## src/rtl/add32_nibble_seq.sv

```systemverilog
// Multi-cycle 32-bit adder: one shared 4-bit ripple-carry slice, one nibble per clock,
// LSB nibble first, with a start/busy/done handshake. Also holds the rca4 slice.

module rca4 (
  input  logic [3:0] a,
  input  logic [3:0] b,
  input  logic       ci,
  output logic [3:0] s,
  output logic       co
);
  logic [4:0] c;

  assign c[0] = ci;

  generate
    for (genvar gi = 0; gi < 4; gi++) begin : g_fa
      assign s[gi]   = a[gi] ^ b[gi] ^ c[gi];
      assign c[gi+1] = (a[gi] & b[gi]) | (c[gi] & (a[gi] ^ b[gi]));
    end
  endgenerate

  assign co = c[4];
endmodule

module add32_nibble_seq (
  input  logic        clk,
  input  logic        reset_n,
  input  logic        start,
  input  logic [31:0] a,
  input  logic [31:0] b,
  input  logic        ci,
  output logic        busy,
  output logic        done,
  output logic [31:0] s,
  output logic        co
);
  typedef enum logic [1:0] {
    IDLE = 2'd0,
    RUN  = 2'd1,
    DONE = 2'd2
  } state_t;

  state_t      state_q, state_d;
  logic [2:0]  cnt_q, cnt_d;
  logic [31:0] sa_q, sa_d;
  logic [31:0] sb_q, sb_d;
  logic        carry_q, carry_d;
  logic [31:0] sum_sr_q, sum_sr_d;
  logic [31:0] s_q, s_d;
  logic        co_q, co_d;

  logic [3:0]  slice_s;
  logic        slice_co;

  rca4 u_slice (
    .a  (sa_q[3:0]),
    .b  (sb_q[3:0]),
    .ci (carry_q),
    .s  (slice_s),
    .co (slice_co)
  );

  always_ff @(posedge clk or negedge reset_n) begin
    if (!reset_n) begin
      state_q  <= IDLE;
      cnt_q    <= 3'd0;
      sa_q     <= 32'd0;
      sb_q     <= 32'd0;
      carry_q  <= 1'b0;
      sum_sr_q <= 32'd0;
      s_q      <= 32'd0;
      co_q     <= 1'b0;
    end else begin
      state_q  <= state_d;
      cnt_q    <= cnt_d;
      sa_q     <= sa_d;
      sb_q     <= sb_d;
      carry_q  <= carry_d;
      sum_sr_q <= sum_sr_d;
      s_q      <= s_d;
      co_q     <= co_d;
    end
  end

  always_comb begin
    state_d  = state_q;
    cnt_d    = cnt_q;
    sa_d     = sa_q;
    sb_d     = sb_q;
    carry_d  = carry_q;
    sum_sr_d = sum_sr_q;
    s_d      = s_q;
    co_d     = co_q;

    unique case (state_q)
      IDLE: begin
        if (start) begin
          sa_d     = a;
          sb_d     = b;
          carry_d  = ci;
          sum_sr_d = 32'd0;
          cnt_d    = 3'd0;
          state_d  = RUN;
        end
      end
      RUN: begin
        sum_sr_d = {slice_s, sum_sr_q[31:4]};
        sa_d     = {4'd0, sa_q[31:4]};
        sb_d     = {4'd0, sb_q[31:4]};
        carry_d  = slice_co;
        cnt_d    = cnt_q + 3'd1;
        // Last pass: publish the sum including the nibble produced on this edge.
        if (cnt_q == 3'd7) begin
          s_d     = {slice_s, sum_sr_q[31:4]};
          co_d    = slice_co;
          state_d = DONE;
        end
      end
      DONE: begin
        state_d = IDLE;
      end
      default: begin
        state_d = IDLE;
      end
    endcase
  end

  assign busy = (state_q != IDLE);
  assign done = (state_q == DONE);
  assign s    = s_q;
  assign co   = co_q;
endmodule

```

## config.mk

```make
export PLATFORM = sky130hd
export DESIGN_NAME = add32_nibble_seq
export DESIGN_NICKNAME = d
export VERILOG_FILES = /design/src/rtl/add32_nibble_seq.sv
export SDC_FILE = /design/constraint.sdc
export NUM_CORES = 1
export LEC_CHECK = 0
export BUFFER_PORTS_ARGS = -buffer_cell sky130_fd_sc_hd__buf_2
export CAP_MARGIN = 20
export CORE_MARGIN = 2
export CORE_UTILIZATION = 26
export DETAILED_ROUTE_END_ITERATION = 10
export SYNTH_ARGS = -nofsm -noshare
export SYNTH_HDL_FRONTEND = slang
export SYNTH_SLANG_ARGS = --single-unit
```

## constraint.sdc

```tcl
create_clock -name clk -period 2.3 [get_ports clk]
set_input_delay 0.23 -clock clk [delete_from_list [all_inputs] [get_ports clk]]
set_output_delay 0.23 -clock clk [all_outputs]
set_load 0.02 [all_outputs]
```

; ---- Yosys cells after proc, flatten, opt, wreduce, memory -nomap -nowiden
; Index checks and enable logic that the tools add are counted.
[totals]
regBits = 135
ramBits = 0
output_inout_bits = 35
mem_count = 0
latch_bits = 0
in_bits = 68
romBits = 0
[classes]
n_mul = 0
n_div = 0
order_cmp = 0
bitwise = 20
eq_ne = 5
reduce_logical = 6
add_sub_neg = 1
shift = 0
mux = 13
[ops]
columns = cell, count
row1 = one-hot mux 32 bit (2 select lines), 3
row2 = 2-to-1 mux 32 bit, 3
row3 = bitwise AND 1 bit, 8
row4 = XOR 1 bit, 8
row5 = one-hot mux 3 bit (2 select lines), 1
row6 = AND reduction 2 bit, 3
row7 = 2-to-1 mux 2 bit, 2
row8 = "inequality test 2 bit, second input constant", 2
row9 = bitwise OR 1 bit, 4
row10 = one-hot mux 2 bit (2 select lines), 1
row11 = nonzero test 2 bit, 2
row12 = "adder 3 x 1 -> 3 bit, second input constant", 1
row13 = "equality test 3 bit, second input constant", 1
row14 = 2-to-1 mux 3 bit, 1
row15 = "equality test 2 x 1 -> 1 bit, second input constant", 1
row16 = "equality test 2 bit, second input constant", 1
row17 = logical NOT 2 bit, 1
row18 = one-hot mux 1 bit (2 select lines), 1
row19 = 2-to-1 mux 1 bit, 1

; ---- Depth between registers and ports, before layout
[depth]
word_depth = 10
depth_mapped = 8

; ---- By module
; A second synthesis with hierarchy kept.
[unflattened]
hier_cells = 444
area_unflattened_um2 = 5487.8
[modules_own_cells]
columns = mod, cells_each, n_inst, area_per_inst_um2
row1 = add32_nibble_seq, 430, 1, 5370.2
row2 = rca4, 14, 1, 117.6

; ---- Least setup slack after synthesis
; Ideal clock, no wire load.
[synth_path]
path_kind = register -> register
from = register sa_q[0]
to = register sum_sr_q[31]
required_time_ps = 2217
arrival_time_ps = 1981
path_slack_ps = 236
setup_time_ps = 83
path_stages_with_launch = 9
path_buffers = 0
cell_sequence = dfrtp_1 -> inv_1 -> fa_1 -> inv_1 -> fa_1 -> fa_1 -> inv_1 -> fa_1 -> o21ai_0
[synth_between]
elab_chain_len = 9
word_cells_on_any_way = 10
classes_between = mux: 1 / bitwise: 9
[synth_lines]
columns = item, line_no
row1 = start: declaration, 45  ; logic [31:0] sa_q, sa_d;
row2 = start signal: assignment, 67  ; sa_q <= 32'd0;
row3 = start signal: assignment, 76  ; sa_q <= sa_d;
row4 = XOR 1 bit, 18  ; assign c[gi+1] = (a[gi] & b[gi]) | (c[gi] & (a[gi] ^ b[gi]));
row5 = bitwise AND 1 bit, 18
row6 = bitwise OR 1 bit *, 18
row7 = bitwise AND 1 bit *, 18
row8 = bitwise OR 1 bit *, 18
row9 = bitwise AND 1 bit *, 18
row10 = bitwise OR 1 bit *, 18
row11 = XOR 1 bit *, 17  ; assign s[gi] = a[gi] ^ b[gi] ^ c[gi];
row12 = one-hot mux 32 bit (2 select lines) *, 95  ; unique case (state_q)
row13 = end signal: assignment, 79  ; sum_sr_q <= sum_sr_d;
row14 = end: declaration, 48  ; logic [31:0] sum_sr_q, sum_sr_d;
; Every way passes the cells marked *; elsewhere a longest branch is shown, timed or not.
; A chain may end at the register's enable or synchronous reset.

; ---- Worst setup path after layout
[layout_path]
from = register sb_q[0]
to = register s_q[31] (netlist: s[31])
[layout_between]
elab_chain_len = 8
word_cells_on_any_way = 9
classes_between = bitwise: 9
[layout_lines]
columns = item, line_no
row1 = start: declaration, 46  ; logic [31:0] sb_q, sb_d;
row2 = start signal: assignment, 68  ; sb_q <= 32'd0;
row3 = start signal: assignment, 77  ; sb_q <= sb_d;
row4 = XOR 1 bit, 18
row5 = bitwise AND 1 bit, 18
row6 = bitwise OR 1 bit *, 18
row7 = bitwise AND 1 bit *, 18
row8 = bitwise OR 1 bit *, 18
row9 = bitwise AND 1 bit *, 18
row10 = bitwise OR 1 bit *, 18
row11 = XOR 1 bit *, 17
row12 = end signal: assignment, 71  ; s_q <= 32'd0;
row13 = end signal: assignment, 80  ; s_q <= s_d;
row14 = end: declaration, 49  ; logic [31:0] s_q, s_d;
; Marked as above.

==> flow_metrics.env <==
export IMPL_status="finished clean"
export IMPL_syn_to_final_growth_pct=25.62
export IMPL_yosysMostFrequentCell="dfrtp_1"
export IMPL_grt_overflow_total=0
export IMPL_vias=4041
export IMPL_dpl_instance_area_sq_um=6185
export IMPL_skew_ps=7.210
export IMPL_yosysTopAreaCell="dfrtp_1"
export IMPL_synthTopCellsByArea="dfrtp_1 (61%), o22ai_1 (7.7%), mux2_2 (6.2%)"
export IMPL_fin_setup_tns_ps=0
export IMPL_worst_pin_slew_ps=605.4
export IMPL_antenna_found_initial=0
export IMPL_yosysSeqAreaShare=0.6059
export IMPL_die_area_sq_um=21980
export IMPL_dr_pass1_iters=4
export IMPL_intPower_w=0.006631
export IMPL_synth_xor_area_frac=0
export IMPL_min_period_over_period=0.9551
export IMPL_critPathRequiredTime_ps=2630
export IMPL_gp_congestion=0.7502
export IMPL_synthAdderAreaFrac=0.01943
export IMPL_max_slew_margin_rel=0.5964
export IMPL_synthMuxAreaShare=0.06244
export IMPL_synth_compound_area_frac=0.2125
export IMPL_end_kind="register"
export IMPL_track_usage=0.1327
export IMPL_cts_root_buffer="clkbuf_16"
export IMPL_timing_final_hold_violations=0
export IMPL_ys_seq_elements=131
export IMPL_arrival_ps=2520
export IMPL_ys_async_sr_fraction=1.000
export IMPL_reg2reg_from="sb_q[0]"
export IMPL_p_leak_nw=3.080
export IMPL_min_from="b[29]"
export IMPL_p_sw_frac=0.3520
export IMPL_grt_pass1_vias=3996
export IMPL_synth_area_sq_um=5410
export IMPL_synth_top_area_frac=0.6059
export IMPL_synthCells=449
export IMPL_netlist_top_cells_count="dfrtp_1 (131), o22ai_1 (67), a21oi_1 (49), nor2_1 (33), a22o_1 (31)"
export IMPL_io_pins=103
export IMPL_viasPerCell=4.869
export IMPL_synth_top_family_by_area="compound AO/OA/AOI/OAI gates"
export IMPL_cp_max_fo=3
export IMPL_antenna_cells=0
export IMPL_final_antenna_net_count=0
export IMPL_clock_latency_ps=410
export IMPL_postCtsSetupRepairBufs=0
export IMPL_chipWidth_microns=148.3
export IMPL_clk_path_buf_depth=2
export IMPL_cts_sinks=131
export IMPL_cts_tree="yes"
export IMPL_path_class="reg2reg"
export IMPL_drc=0
export IMPL_io_buffers=102
export IMPL_critPathMostFrequentCell="fa_1"
export IMPL_power_frac_clock=0.268
export IMPL_grt_max_degree=50
export IMPL_p_comb_frac=0.328
export IMPL_dieHeight_microns=148.3
export IMPL_nets=621
export IMPL_cp_slowest_cell="fa_1"
export IMPL_postLayoutCellArea_sq_um=6797
export IMPL_rows=52
export IMPL_ys_warnings_count=0
export IMPL_min_path_type="in2reg"
export IMPL_finalSetupViolations=0
export IMPL_yosys_area_share_simple=0.05042
export IMPL_synth_ff_type="dfrtp_1"
export IMPL_rsz0062_at_grt="false"
export IMPL_cpPeakStageDelay_ps=420
export IMPL_max_freq_mhz=455.2
export IMPL_p_switching_w=0.003602
export IMPL_drt_initial_drc_count=308
export IMPL_finalMaxSlewViolations=0
export IMPL_htreeDepth=4
export IMPL_finish_utilization=0.3348
export IMPL_period_needed_ps=2197
export IMPL_fillers=2068
export IMPL_core_area_sq_um=20300
export IMPL_seq_power_share=0.403
export IMPL_grt_pass1_wl_mm=22.81
export IMPL_synth_edf_count=0
export IMPL_cts_buffers_inserted=17
export IMPL_synth_distinct_cells=27
export IMPL_start_util=0.2665
export IMPL_syn_num_nets=523
export IMPL_dp_hpwl_mm=9.099
export IMPL_powerDensity_nw_per_um2=1506
export IMPL_max_cap_violations=0
export IMPL_drive_gt1_frac=0.3357
export IMPL_crit_start="sb_q[0]"
export IMPL_ir_drop_uv=521.1
export IMPL_path_clk_slew_ps=60
export IMPL_synth_area_per_cell_sq_um=12.05
export IMPL_wl_per_cell_microns=16.87
export IMPL_wirelength_mm=14.00
export IMPL_cp_cell_sequence="inv_1, fa_1, inv_1, fa_1, fa_1, inv_1, fa_1, o21ai_0"
export IMPL_start_kind="register"
[worst max-delay path: cells and delay by family, from the launching register on]
kind            cells  cell delay, ps
flops               1             400
compound gates      1             180
buf+inv             3             220
fa+ha+maj           4            1320
[sequential cells by signal, summed over array words and instances (netlist names)]
signal / cells
carry_q: 1
state_q: 2
sum_sr_q: 28
sb_q: 32
s: 32
cnt_q: 3
sa_q: 32
co: 1
[path summary, 6_finish.rpt]
| check | slack [ps] | end | cells after the start |
|---|---|---|---|
| worst min register to register | 490 | cnt_q[0] | 1 |
| worst min-delay path | 40 | sb_q[29] | 2 |
| max in group asynchronous | 1330 | s[0] | 3 |
| worst max register to register | 100 | s[31] | 8 |
| min in group asynchronous | 310 | s[25] | 2 |
| worst max-delay path | 100 | s[31] | 8 |
[kinds of logic after synthesis]
| kind of cell | Yosys count |
|---|---|
| compound gates | 174 |
| flops | 131 |
| simple gates | 59 |
| buf+inv | 49 |
| mux | 30 |
| fa+ha+maj | 6 |
[cells in the final DEF, fill, tap and decap left out, types with 8 or more instances in the layout]
master     instances
dfrtp_1          131
buf_2            101
o22ai_1           67
a21oi_1           49
nor2_1            32
a22o_1            31
mux2_2            30
clkbuf_16         17
o21ai_0           13
buf_4             11
inv_1             10
nand2_1           10
nand3b_1           9
o221a_2            8
[power by group through the flow]
| stage | Combinational [W] | Sequential [W] | Clock, W |
|---|---|---|---|
| after global placement | 0.00334 | 0.00413 | 0 |
| after floorplan | 0.00221 | 0.00423 | 0 |
| after global routing | 0.00375 | 0.00426 | 0.00291 |
| after detailed placement | 0.00340 | 0.00415 | 0 |
| after CTS | 0.00341 | 0.00412 | 0.00281 |
| final | 0.00336 | 0.00413 | 0.00274 |
[per-layer routing]
metal | routed length (microns) | GRT usage
met5 | 0 | 0
met3 | 759 | 0.03742
met2 | 6362 | 0.1958
met4 | 206 | 0.04143
met1 | 6676 | 0.1891
[per-stage QoR]
step                hold WS, ps  std cells  setup slack, ps  total power (W)
CTS                       21.46        830            105.8          0.01034
detailed placement        189.1        797            114.3         0.007550
finish                    37.70        830            103.4          0.01023
floorplan                -65.59        449            236.0         0.006437
global route              27.00        830            14.33          0.01093
global placement          192.0        797            159.3         0.007472
[area by class of cell]
type	instances	area, sq um	share of cell area
timing repair buffer	117	669.4	0.09849
multi-input combinational	269	1868	0.2749
tap	270	337.8	0.04971
sequential	131	3278	0.4823
clock inverter	7	96.34	0.01418
inverter	11	41.29	0.006075
clock buffer	25	505.5	0.07437
[what timing repair did]
action / 4_1_cts / 5_1_grt
hold buffers: 1 / 0
resized for setup: 0 / 1
endpoints found under the hold margin: 42 / 0
setup endpoints to repair: 0 / 1
Note: power is estimated with default switching activity, not from simulation.
